File: config.mk
export PLATFORM = sky130hd
export DESIGN_NAME = rv32_seq_divider
export DESIGN_NICKNAME = d
export VERILOG_FILES = /design/src/rtl/rv32_seq_divider.sv
export SDC_FILE = /design/constraint.sdc
export NUM_CORES = 1
export LEC_CHECK = 0
export BUFFER_PORTS_ARGS = -buffer_cell sky130_fd_sc_hd__buf_2
export CORE_MARGIN = 3
export CORE_UTILIZATION = 50
export CTS_BUF_LIST = sky130_fd_sc_hd__clkbuf_8
export CTS_CLUSTER_SIZE = 14
export DETAILED_ROUTE_END_ITERATION = 12
export PLACE_DENSITY = 0.71
export SYNTH_ARGS = -nofsm -noshare
export SYNTH_HDL_FRONTEND = slang
export SYNTH_SLANG_ARGS = --single-unit
File: constraint.sdc
create_clock -name clk -period 6.83 [get_ports clk]
set_input_delay 2.049 -clock clk [delete_from_list [all_inputs] [get_ports clk]]
set_output_delay 2.049 -clock clk [all_outputs]
set_load 0.02 [all_outputs]
File: src/rtl/rv32_seq_divider.sv
// rtl/rv32_seq_divider.sv - iterative restoring divider for RV32M DIV/DIVU/REM/REMU
//
// Purpose: one shift-and-subtract step per cycle. The core stalls while busy
// is high and captures result in the cycle done pulses.
// Ports:
//   clk       rising-edge clock
//   rst       synchronous active-high reset
//   start     request pulse, accepted only when idle and not signalling done
//   op        funct3[1:0]: 00 DIV, 01 DIVU, 10 REM, 11 REMU
//   dividend  rs1 value, sampled with start
//   divisor   rs2 value, sampled with start
//   busy      operation in progress
//   done      one-cycle pulse, result valid this cycle
//   result    quotient or remainder, held until the next operation completes
module rv32_seq_divider #(
  parameter int WIDTH = 32
) (
  input  logic             clk,
  input  logic             rst,
  input  logic             start,
  input  logic [1:0]       op,
  input  logic [WIDTH-1:0] dividend,
  input  logic [WIDTH-1:0] divisor,
  output logic             busy,
  output logic             done,
  output logic [WIDTH-1:0] result
);

  localparam int CW = $clog2(WIDTH) + 1;

  // FIX is the final busy cycle; the done pulse follows in IDLE.
  // ZERO is the single done cycle of a divide-by-zero.
  typedef enum logic [1:0] {IDLE, CALC, FIX, ZERO} state_e;

  state_e           state_q, state_d;
  logic [1:0]       op_q, op_d;
  logic [WIDTH-1:0] rem_q, rem_d;
  logic [WIDTH-1:0] quo_q, quo_d;
  logic [WIDTH-1:0] dvs_q, dvs_d;
  logic [WIDTH-1:0] result_q, result_d;
  logic [CW-1:0]    cnt_q, cnt_d;
  logic             negq_q, negq_d;
  logic             negr_q, negr_d;
  logic             done_q, done_d;

  logic             sgn;
  logic [WIDTH-1:0] dvd_abs, dvs_abs;
  logic [WIDTH:0]   rem_sh;
  logic [WIDTH+1:0] trial;

  assign sgn     = ~op[0];
  assign dvd_abs = (sgn && dividend[WIDTH-1]) ? -dividend : dividend;
  assign dvs_abs = (sgn && divisor[WIDTH-1])  ? -divisor  : divisor;

  // Shifted partial remainder picks up the next dividend bit from the top of quo.
  // Trial is one bit wider than the shifted remainder so its MSB is a clean sign.
  assign rem_sh = {rem_q, quo_q[WIDTH-1]};
  assign trial  = {1'b0, rem_sh} - {2'b00, dvs_q};

  always_comb begin
    state_d  = state_q;
    op_d     = op_q;
    rem_d    = rem_q;
    quo_d    = quo_q;
    dvs_d    = dvs_q;
    result_d = result_q;
    cnt_d    = cnt_q;
    negq_d   = negq_q;
    negr_d   = negr_q;
    done_d   = 1'b0;
    case (state_q)
      IDLE: begin
        if (start && !done_q) begin
          op_d   = op;
          quo_d  = dvd_abs;
          dvs_d  = dvs_abs;
          rem_d  = '0;
          cnt_d  = CW'(WIDTH);
          negq_d = sgn & (dividend[WIDTH-1] ^ divisor[WIDTH-1]);
          negr_d = sgn & dividend[WIDTH-1];
          if (divisor == '0) begin
            result_d = op[1] ? dividend : '1;
            done_d   = 1'b1;
            state_d  = ZERO;
          end else begin
            state_d = CALC;
          end
        end
      end
      CALC: begin
        rem_d = trial[WIDTH+1] ? rem_sh[WIDTH-1:0] : trial[WIDTH-1:0];
        quo_d = {quo_q[WIDTH-2:0], ~trial[WIDTH+1]};
        cnt_d = cnt_q - CW'(1);
        if (cnt_q == CW'(1)) state_d = FIX;
      end
      FIX: begin
        result_d = op_q[1] ? (negr_q ? -rem_q : rem_q)
                           : (negq_q ? -quo_q : quo_q);
        done_d   = 1'b1;
        state_d  = IDLE;
      end
      ZERO: begin
        state_d = IDLE;
      end
      default: state_d = IDLE;
    endcase
  end

  always_ff @(posedge clk) begin
    if (rst) begin
      state_q  <= IDLE;
      op_q     <= '0;
      rem_q    <= '0;
      quo_q    <= '0;
      dvs_q    <= '0;
      result_q <= '0;
      cnt_q    <= '0;
      negq_q   <= 1'b0;
      negr_q   <= 1'b0;
      done_q   <= 1'b0;
    end else begin
      state_q  <= state_d;
      op_q     <= op_d;
      rem_q    <= rem_d;
      quo_q    <= quo_d;
      dvs_q    <= dvs_d;
      result_q <= result_d;
      cnt_q    <= cnt_d;
      negq_q   <= negq_d;
      negr_q   <= negr_d;
      done_q   <= done_d;
    end
  end

  assign busy   = (state_q == CALC) || (state_q == FIX);
  assign done   = done_q;
  assign result = result_q;

endmodule

Yosys cells after proc, flatten, opt, wreduce, memory -nomap -nowiden
Cells that the tools add are included.
{"block": "totals", "reg_bits": 141, "wordCells": 65}
{"block": "classes", "add_sub_neg": 6, "n_eq_ne": 7, "muxes": 23, "n_bitwise": 5, "reduce_logical": 14}
{"cell": "two-way mux 32 bit", "count": 11}
{"cell": "one-hot mux 32 bit (2 select lines)", "count": 3}
{"cell": "negation 32 bit", "count": 4}
{"cell": "subtractor 33 x 32 -> 34 bit", "count": 1}
{"cell": "logical NOT 32 bit", "count": 1}
{"cell": "one-hot mux 6 bit (2 select lines)", "count": 1}
{"cell": "== test 6 x 1 -> 1 bit (second input constant)", "count": 1}
{"cell": "two-way mux 2 bit", "count": 3}
{"cell": "two-way mux 6 bit", "count": 1}
{"cell": "!= test 2 bit (second input constant)", "count": 3}
{"cell": "one-hot mux 2 bit (3 select lines)", "count": 1}
{"cell": "AND reduction 2 bit", "count": 3}
{"cell": "subtractor 6 x 1 -> 6 bit (second input constant)", "count": 1}
{"cell": "== test 2 bit (second input constant)", "count": 2}
{"cell": "nonzero test 2 bit", "count": 2}
{"cell": "logical AND 1 bit", "count": 3}
{"cell": "AND reduction 3 bit", "count": 1}
{"cell": "AND 1 bit", "count": 2}
{"cell": "== test 2 x 1 -> 1 bit (second input constant)", "count": 1}
{"cell": "logical NOT 2 bit", "count": 1}
{"cell": "two-way mux 1 bit", "count": 2}
{"cell": "inverter 1 bit", "count": 2}
{"cell": "one-hot mux 1 bit (2 select lines)", "count": 1}
{"cell": "OR reduction 2 bit", "count": 1}
{"cell": "other kinds (3)", "count": 3}

Depth between registers and ports, before layout
Gate-level depths: netlist (run 1).
{"block": "depth", "depth_word": 5, "ltp_mapped": 13, "depth_no_buf": 12}

Worst setup path after synthesis (run 1)
Ideal clock, no wire load.
{"block": "synth_path", "kind": "in2reg", "startpoint": "input divisor[8]", "endpoint": "register result_q[11] (netlist: result[11])", "setup_ns": 0.132, "t_arrival_ns": 3.954, "path_slack_ns": 2.744, "cell_stages": 10, "n_path_buf": 3, "cell_sequence": "or4_1 -> nor4_1 -> and3_1 -> buf_4 -> nand4_1 -> and2_1 -> buf_6 -> clkbuf_1 -> nand2_1 -> a21oi_1"}
{"block": "synth_via", "elab_chain_cells": 3}
{"element": "start: declaration", "line_no": "23", "text": "input logic [WIDTH-1:0] divisor,"}
{"element": "logical NOT 32 bit", "line_no": "81", "text": "if (divisor == '0) begin"}
{"element": "!= test 2 bit (no line)"}
{"element": "AND reduction 3 bit (no line)"}
{"element": "end signal: assignment", "line_no": "127", "text": "result_q <= result_d;"}
{"element": "end: declaration", "line_no": "40", "text": "logic [WIDTH-1:0] result_q, result_d;"}
No other way between the ends.
A chain may end at the register's enable or synchronous reset.

Worst setup path after layout (run 1)
{"block": "layout_path", "startpoint": "input divisor[8]", "endpoint": "register result_q[31] (netlist: result[31])"}
Same word-level chain as after synthesis.

==> run metrics, run 1 <==
Commonest cells post-synth nand2_1 (210), dfxtp_1 (140), nor2_1 (128); Internal 1.952 mW; I/O pin count 103; Avg Cell Area, Syn 7.417 µm²; Final period util 67.71%; Top FF cell, synth dfxtp_1; Starting DRT DRC Count 889; CP max FO 30; FF-to-FF path depth 7; Routed Antenna Nets 0; Worst Path Required 7.22 ns; Synth top area share 26.61%; initial antenna violation count 0; Clk pwr share 17.6%; final worst slack 2.205 ns; Yosys reg bits 140; Die X 151.1 µm; setup TNS 0 ns; DRT Wirelength 31230 µm; Max-Cap Viols 0; Clock transition at path regs 0.09 ns; count of final setup violators 0; Setup Buffers After CTS 0; first element of the critical path divisor[8]; area delta synth->final 9.147%; Starting Density 51.39%; n_diodes 0; RSZ-0062 raised after global routing false; crit path DAT 5.01 ns; Nets 1576; vias in the first global route 9209; worst rel slew slack 23.76%; EDFF count, synth 0; outcome finished clean; mapped cell area 10530 µm²; port bufs 102; VDD IR max 0.2823 mV; share of cells above drive strength 1 11.50%; fin. max-slew vios 0; WL/cell 17.87 µm; Top Metal Used met4; hold path start result[9]; synth top area cells dfxtp_1 (27%), nand2_1 (7.5%), xnor2_1 (7.2%), a21oi_1 (5.7%), ha_1 (4.9%); vias per inst 6.095; post-synthesis cell count 1420; Die ar. 22840 µm²; DR WL met2 14360 µm; Mapped Nets 1531; fin area 11500 µm²; clk sinks 140; pwr/cell area 320.1 nW/µm²; CP Class input port to register; Worst Tran Pin Value 1.144 ns; Switching Share 46.96%; hold_buf cts 0; Comb pwr share 49.7%; count of different cell masters after synthesis 73; Chip Height 151.1 µm; largest net degree at the start of global routing 61; Worst Clk Skew 0.01330 ns; synth warn 0; count leader, synth nand2_1; first-pass GRT wire length 48830 µm; Static Leak 4.426 nW; switching power total 1.728 mW; met1 wire length 14510 µm; H-tree levels 4; fillers 1992; reg2reg start state_q[1]; Max Freq 216.2 MHz; GP Congestion 0.9105; drt drc 0; row count 52; routed wire length on met3 2008 µm; Pre-antenna DRT Iters 5; register area share after synthesis 26.61%; core area 20490 µm²; CTS max path bufs 2; Hold/Removal Path Class register to register; clock latency on the worst-skew pair 0.46 ns; sequential group share of total power 32.7%; Final min period 4.625 ns; Final Hold Vio Count 0; CTS buffer count 17; area leader, netlist dfxtp_1; GRT Residual Overflow 0; dpl hpwl 22700 µm; Setup crit end kind register; pre-CTS setup slack 1.750 ns; crit start category input port; Via Count 10.65k; Async SR Flop Fraction 0%; GRT Overall Usage 26.62%; CTS tree done; placed inst area 11140 µm²; hold depth 2; # resized after CTS 0; root buffer cell clkbuf_8
sequential cells by signal (all words and copies together) (netlist names):
name	count
dvs_q	32
cnt_q	6
rem_q	32
negr_q	1
negq_q	1
state_q	2
quo_q	32
result	32
op_q	1
done	1
placed cells by master, fill, tap and decap left out, types with 9 or more instances in the layout:
cell type and n:
dfxtp_1 140, o41ai_1 13, a21o_1 14, o21a_1 11, nand2_1 210, nor3_1 32, nand2b_1 16, nand3_1 14
buf_4 10, a211oi_1 37, ha_1 41, nor2_1 126, nor2b_1 9, or3_1 13, o21ai_1 16, xor2_1 51
clkbuf_8 17, a31oi_1 11, inv_1 64, o211ai_1 51, o31ai_1 22, o221ai_1 15, nor4_1 13, xnor2_1 86
buf_2 101, a21oi_1 119, o21ai_0 52, nand4_1 29, and3_1 9
logic make-up (layout without fill, tap and decap cells):
family | count (synthesis) | count (layout) | synth area share (%)
and+or+nand+nor | 516 | 516 | 23.41
DFF | 140 | 140 | 26.61
AOI/OAI and AO/OA | 430 | 430 | 27.37
muxes | 7 | 7 | 0.6653
adders and majority gates | 42 | 42 | 5.061
buffers and inverters | 148 | 206 | 5.488
xor gates and xnor gates | 137 | 137 | 11.39
worst paths after layout:
kind | end | slack [ns]
setup / recovery | result[31] | 2.21
setup reg to reg | rem_q[20] | 2.34
hold / removal | result[9] | 0.45
hold reg to reg | result[9] | 0.45
metrics by stage:
stage                     cells  utilization, %  hold WS (ns)  total power, mW
final                      1748           56.09        0.4537            3.680
after global routing       1748           56.09        0.4757            3.928
after CTS                  1748           56.09        0.4530            3.655
after detailed placement   1716           54.33        0.4426            3.008
after global placement     1716           54.33        0.4389            2.984
after floorplan            1420               -        0.4319            2.534
critical path, cell delays in order:
cell and delay, ns:
buf_2 0.13, or4_1 0.58, nor4_1 0.27, and3_1 0.38
nand4_1 0.25, and2_1 0.62, nor2_4 0.38, o221ai_1 0.16
o21ai_1 0.18
layout make-up:
cell class	count	area (µm²)	area share, %
clock buffer	17	234.0	2.035
clock inverter	15	126.4	1.099
inverter	63	236.5	2.057
multi-input combinational	1132	7178	62.44
sequential	140	2803	24.38
tap	270	337.8	2.939
timing repair buffer	111	580.6	5.050
layer usage:
metal | global-route usage [%] | up-vias
met2 | 42.00 | 357
met1 | 38.84 | 5028
met3 | 3.621 | 35
met5 | 0 | -
met4 | 5.621 | 0
li1 | - | 5234
power groups by stage:
stage          Clock [mW]  Sequential (mW)  Combinational, mW
4_1_cts             0.654             1.20               1.80
2_1_floorplan           0             1.19               1.34
6_report            0.648             1.20               1.83
5_1_grt             0.682             1.22               2.02
3_5_place_dp            0             1.21               1.79
3_3_place_gp            0             1.21               1.77
Note: power is estimated with default switching activity, not from simulation.
==> run 2, diff against run 1 <==
--- a/config.mk
+++ b/config.mk
@@ -5,6 +5,7 @@
 export SDC_FILE = /design/constraint.sdc
 export NUM_CORES = 1
 export LEC_CHECK = 0
+export ABC_AREA = 1
 export BUFFER_PORTS_ARGS = -buffer_cell sky130_fd_sc_hd__buf_2
 export CORE_MARGIN = 3
 export CORE_UTILIZATION = 50
==> constraint.sdc (replaced) <==
create_clock -name clk -period 4.3 [get_ports clk]
set_input_delay 1.29 -clock clk [delete_from_list [all_inputs] [get_ports clk]]
set_output_delay 1.29 -clock clk [all_outputs]
set_load 0.02 [all_outputs]
==> run 2 against run 1 <==
Compared with the run above:
- non-clock buffer count up 6
- register-to-register slack worse by 1.2 ns
- first-iteration DRC count up 68%
- via count up 31%
- power up 46%
- critical path type is now register to register
==> run metrics, run 2 <==
count of different cell masters after synthesis 49 (-33%); GRT Overall Usage 30.66% (+4.0 points); Chip Height 161.9 µm (+7.1%); Async SR Flop Fraction 0% (unchanged); area delta synth->final 8.854%; first-pass GRT wire length 65260 µm (+34%); Worst Path Required 4.71 ns (-2.51 ns); most frequent cells in the layout nand2_1 (526), inv_1 (282), nand3_1 (233); synth warn 0 (unchanged); Static Leak 6.671 nW (+51%); Crit-path slowest cell clkinv_1; root buffer cell clkbuf_8; share of cells above drive strength 1 8.911% (-2.6 points); Via Count 13.99k (+31%); crit start category register; post-synthesis cell count 2108 (+48%); setup TNS 0 ns (unchanged); core area 23680 µm² (+16%); Setup crit end kind register; vias per inst 5.606 (-8.0%); Mapped Nets 2219 (+45%); count of final setup violators 0 (unchanged); EDFF count, synth 0 (unchanged); row count 56 (+7.7%); Final Hold Vio Count 0 (unchanged); Starting Density 51.32% (-0.076 points); final worst slack 1.108 ns (-1.097 ns); # resized after CTS 0 (unchanged); CP Class register to register; clock latency on the worst-skew pair 0.48 ns (+0.02 ns); Routed Antenna Nets 0 (unchanged); I/O pin count 103 (unchanged); fillers 2551 (+28%); Commonest cells post-synth nand2_1 (526), inv_1 (283), nand3_1 (233); drt drc 0 (unchanged); mapped cell area 12150 µm² (+15%); Max Freq 313.3 MHz; fin. max-slew vios 0 (unchanged); Starting DRT DRC Count 1493 (+68%); Die X 161.9 µm (+7.1%); Nets 2276 (+44%); Max-Cap Viols 0 (unchanged); CP max FO 28 (-6.7%); worst rel slew slack 37.37% (+14 points); H-tree levels 4 (unchanged); register area share after synthesis 23.06% (-3.5 points); Die ar. 26210 µm² (+15%); clk sinks 140 (unchanged); CP peak stage delay 0.75 ns (+0.13 ns); Yosys reg bits 140 (unchanged); GRT Residual Overflow 0 (unchanged); Setup Buffers After CTS 0 (unchanged); outcome finished clean; synth top area cells dfxtp_1 (23%), nand2_1 (16%), nand3_1 (9.6%), a21oi_1 (9.1%), inv_1 (8.7%); placed insts 2465 (+44%); initial antenna violation count 0 (unchanged); most common cell after layout, fill and taps aside nand2_1; CTS tree done; Final period util 74.23%; Final min period 3.192 ns; fin area 13230 µm² (+15%); Non-Filler Instances 2496 (+43%); Avg Cell Area, Syn 5.765 µm² (-22%); count leader, synth nand2_1; Hold/Removal Path Class register to register; DRT Wirelength 41340 µm (+32%); dpl hpwl 32010 µm (+41%); n_diodes 0 (unchanged); Worst Tran Pin Value 0.9384 ns (-0.2052 ns); Synth top area share 23.06% (-3.5 points); area leader, netlist dfxtp_1; crit path cell chain inv_1 -> ha_1 -> buf_4 -> inv_1 -> nand2_1 -> clkinv_1 -> a21oi_1 -> nand2_1 -> a21oi_1; RSZ-0062 raised after global routing false; largest net degree at the start of global routing 56 (-8.2%); port bufs 102 (unchanged); hold_buf cts 0 (unchanged); vias in the first global route 12.43k (+35%); GP Congestion 0.9795 (+7.6%); VDD IR max 0.3394 mV (+20%); WL/cell 16.56 µm (-7.3%); crit path DAT 3.60 ns (-1.41 ns); CTS max path bufs 2 (unchanged); pwr/cell area 406.8 nW/µm² (+27%); Pre-antenna DRT Iters 5 (unchanged); Top FF cell, synth dfxtp_1; Worst Clk Skew 0.02016 ns (+0.006865 ns); placed inst area 12840 µm² (+15%); pre-CTS setup slack 0.8520 ns (-0.8982 ns); CTS buffer count 17 (unchanged); Clock transition at path regs 0.11 ns (+0.02 ns)
## run 2: changes by cell type in the layout (fill, tap and decap cells not counted), sizes merged, moves of 16 or more
cell,change
nand3,+220
nor2,+68
a211oi,-37
o211ai,-30
o31ai,-23
nand2,+322
nand2b,-16
xor2,-23
o21ai,+133
o41ai,-16
xnor2,-68
inv,+228
a21oi,+106
## run 2: metal layers
metal | global-route usage [%] | routed length, µm
met5 | 0 | 0
met4 | 6.126 | 650
met3 | 4.642 | 3163
met2 | 47.84 | 18300
met1 | 45.05 | 19230
## run 2: final cells by class
cell class	count	area, µm²	area share [%]
Inverter	288	1084	8.191
Multi-Input combinational cell	1601	7924	59.90
Clock buffer	17	234.0	1.769
Clock inverter	14	150.1	1.135
Sequential cell	140	2803	21.19
Tap cell	319	399.1	3.017
Timing Repair Buffer	117	635.6	4.805
## run 2: kinds of logic after synthesis
logic type | count (synthesis) | share of synthesized area, %
compound gates | 467 | 20.27
fa+ha+maj | 42 | 4.386
buf+inv | 367 | 11.78
flops | 140 | 23.06
xor+xnor | 46 | 3.315
simple gates | 1046 | 37.19
## run 2: stage by stage
stage	hold WS [ns]	util [%]	power (mW)
after detailed placement	0.4774	54.24	4.231
final	0.5005	55.86	5.381
after floorplan	0.4473	-	3.526
after CTS	0.4922	55.86	5.317
after global routing	0.5235	55.86	5.776
after global placement	0.4698	54.24	4.203
## run 2: power breakdown
part | internal (mW) | switching (mW) | leakage [nW] | total [mW]
combinational | 0.781 | 1.81 | 5.34 | 2.59
sequential | 1.51 | 0.184 | 1.15 | 1.69
clock | 0.477 | 0.620 | 0.187 | 1.10
total | 2.76 | 2.62 | 6.67 | 5.38
## run 2: critical path, delay by kind of cell (launching register included)
family / cells / cell delay (ns)
simple gates: 2 / 0.73
flops: 1 / 0.34
fa+ha+maj: 1 / 0.14
compound gates: 2 / 0.46
buf+inv: 4 / 1.42
## run 2: final timing paths
kind	startpoint	endpoint	slack [ns]	cells after the start
setup / recovery	state_q[0]	result[11]	1.11	9
hold / removal	state_q[0]	state_q[0]	0.50	2
setup reg to reg	state_q[0]	result[11]	1.11	9
hold reg to reg	state_q[0]	state_q[0]	0.50	2
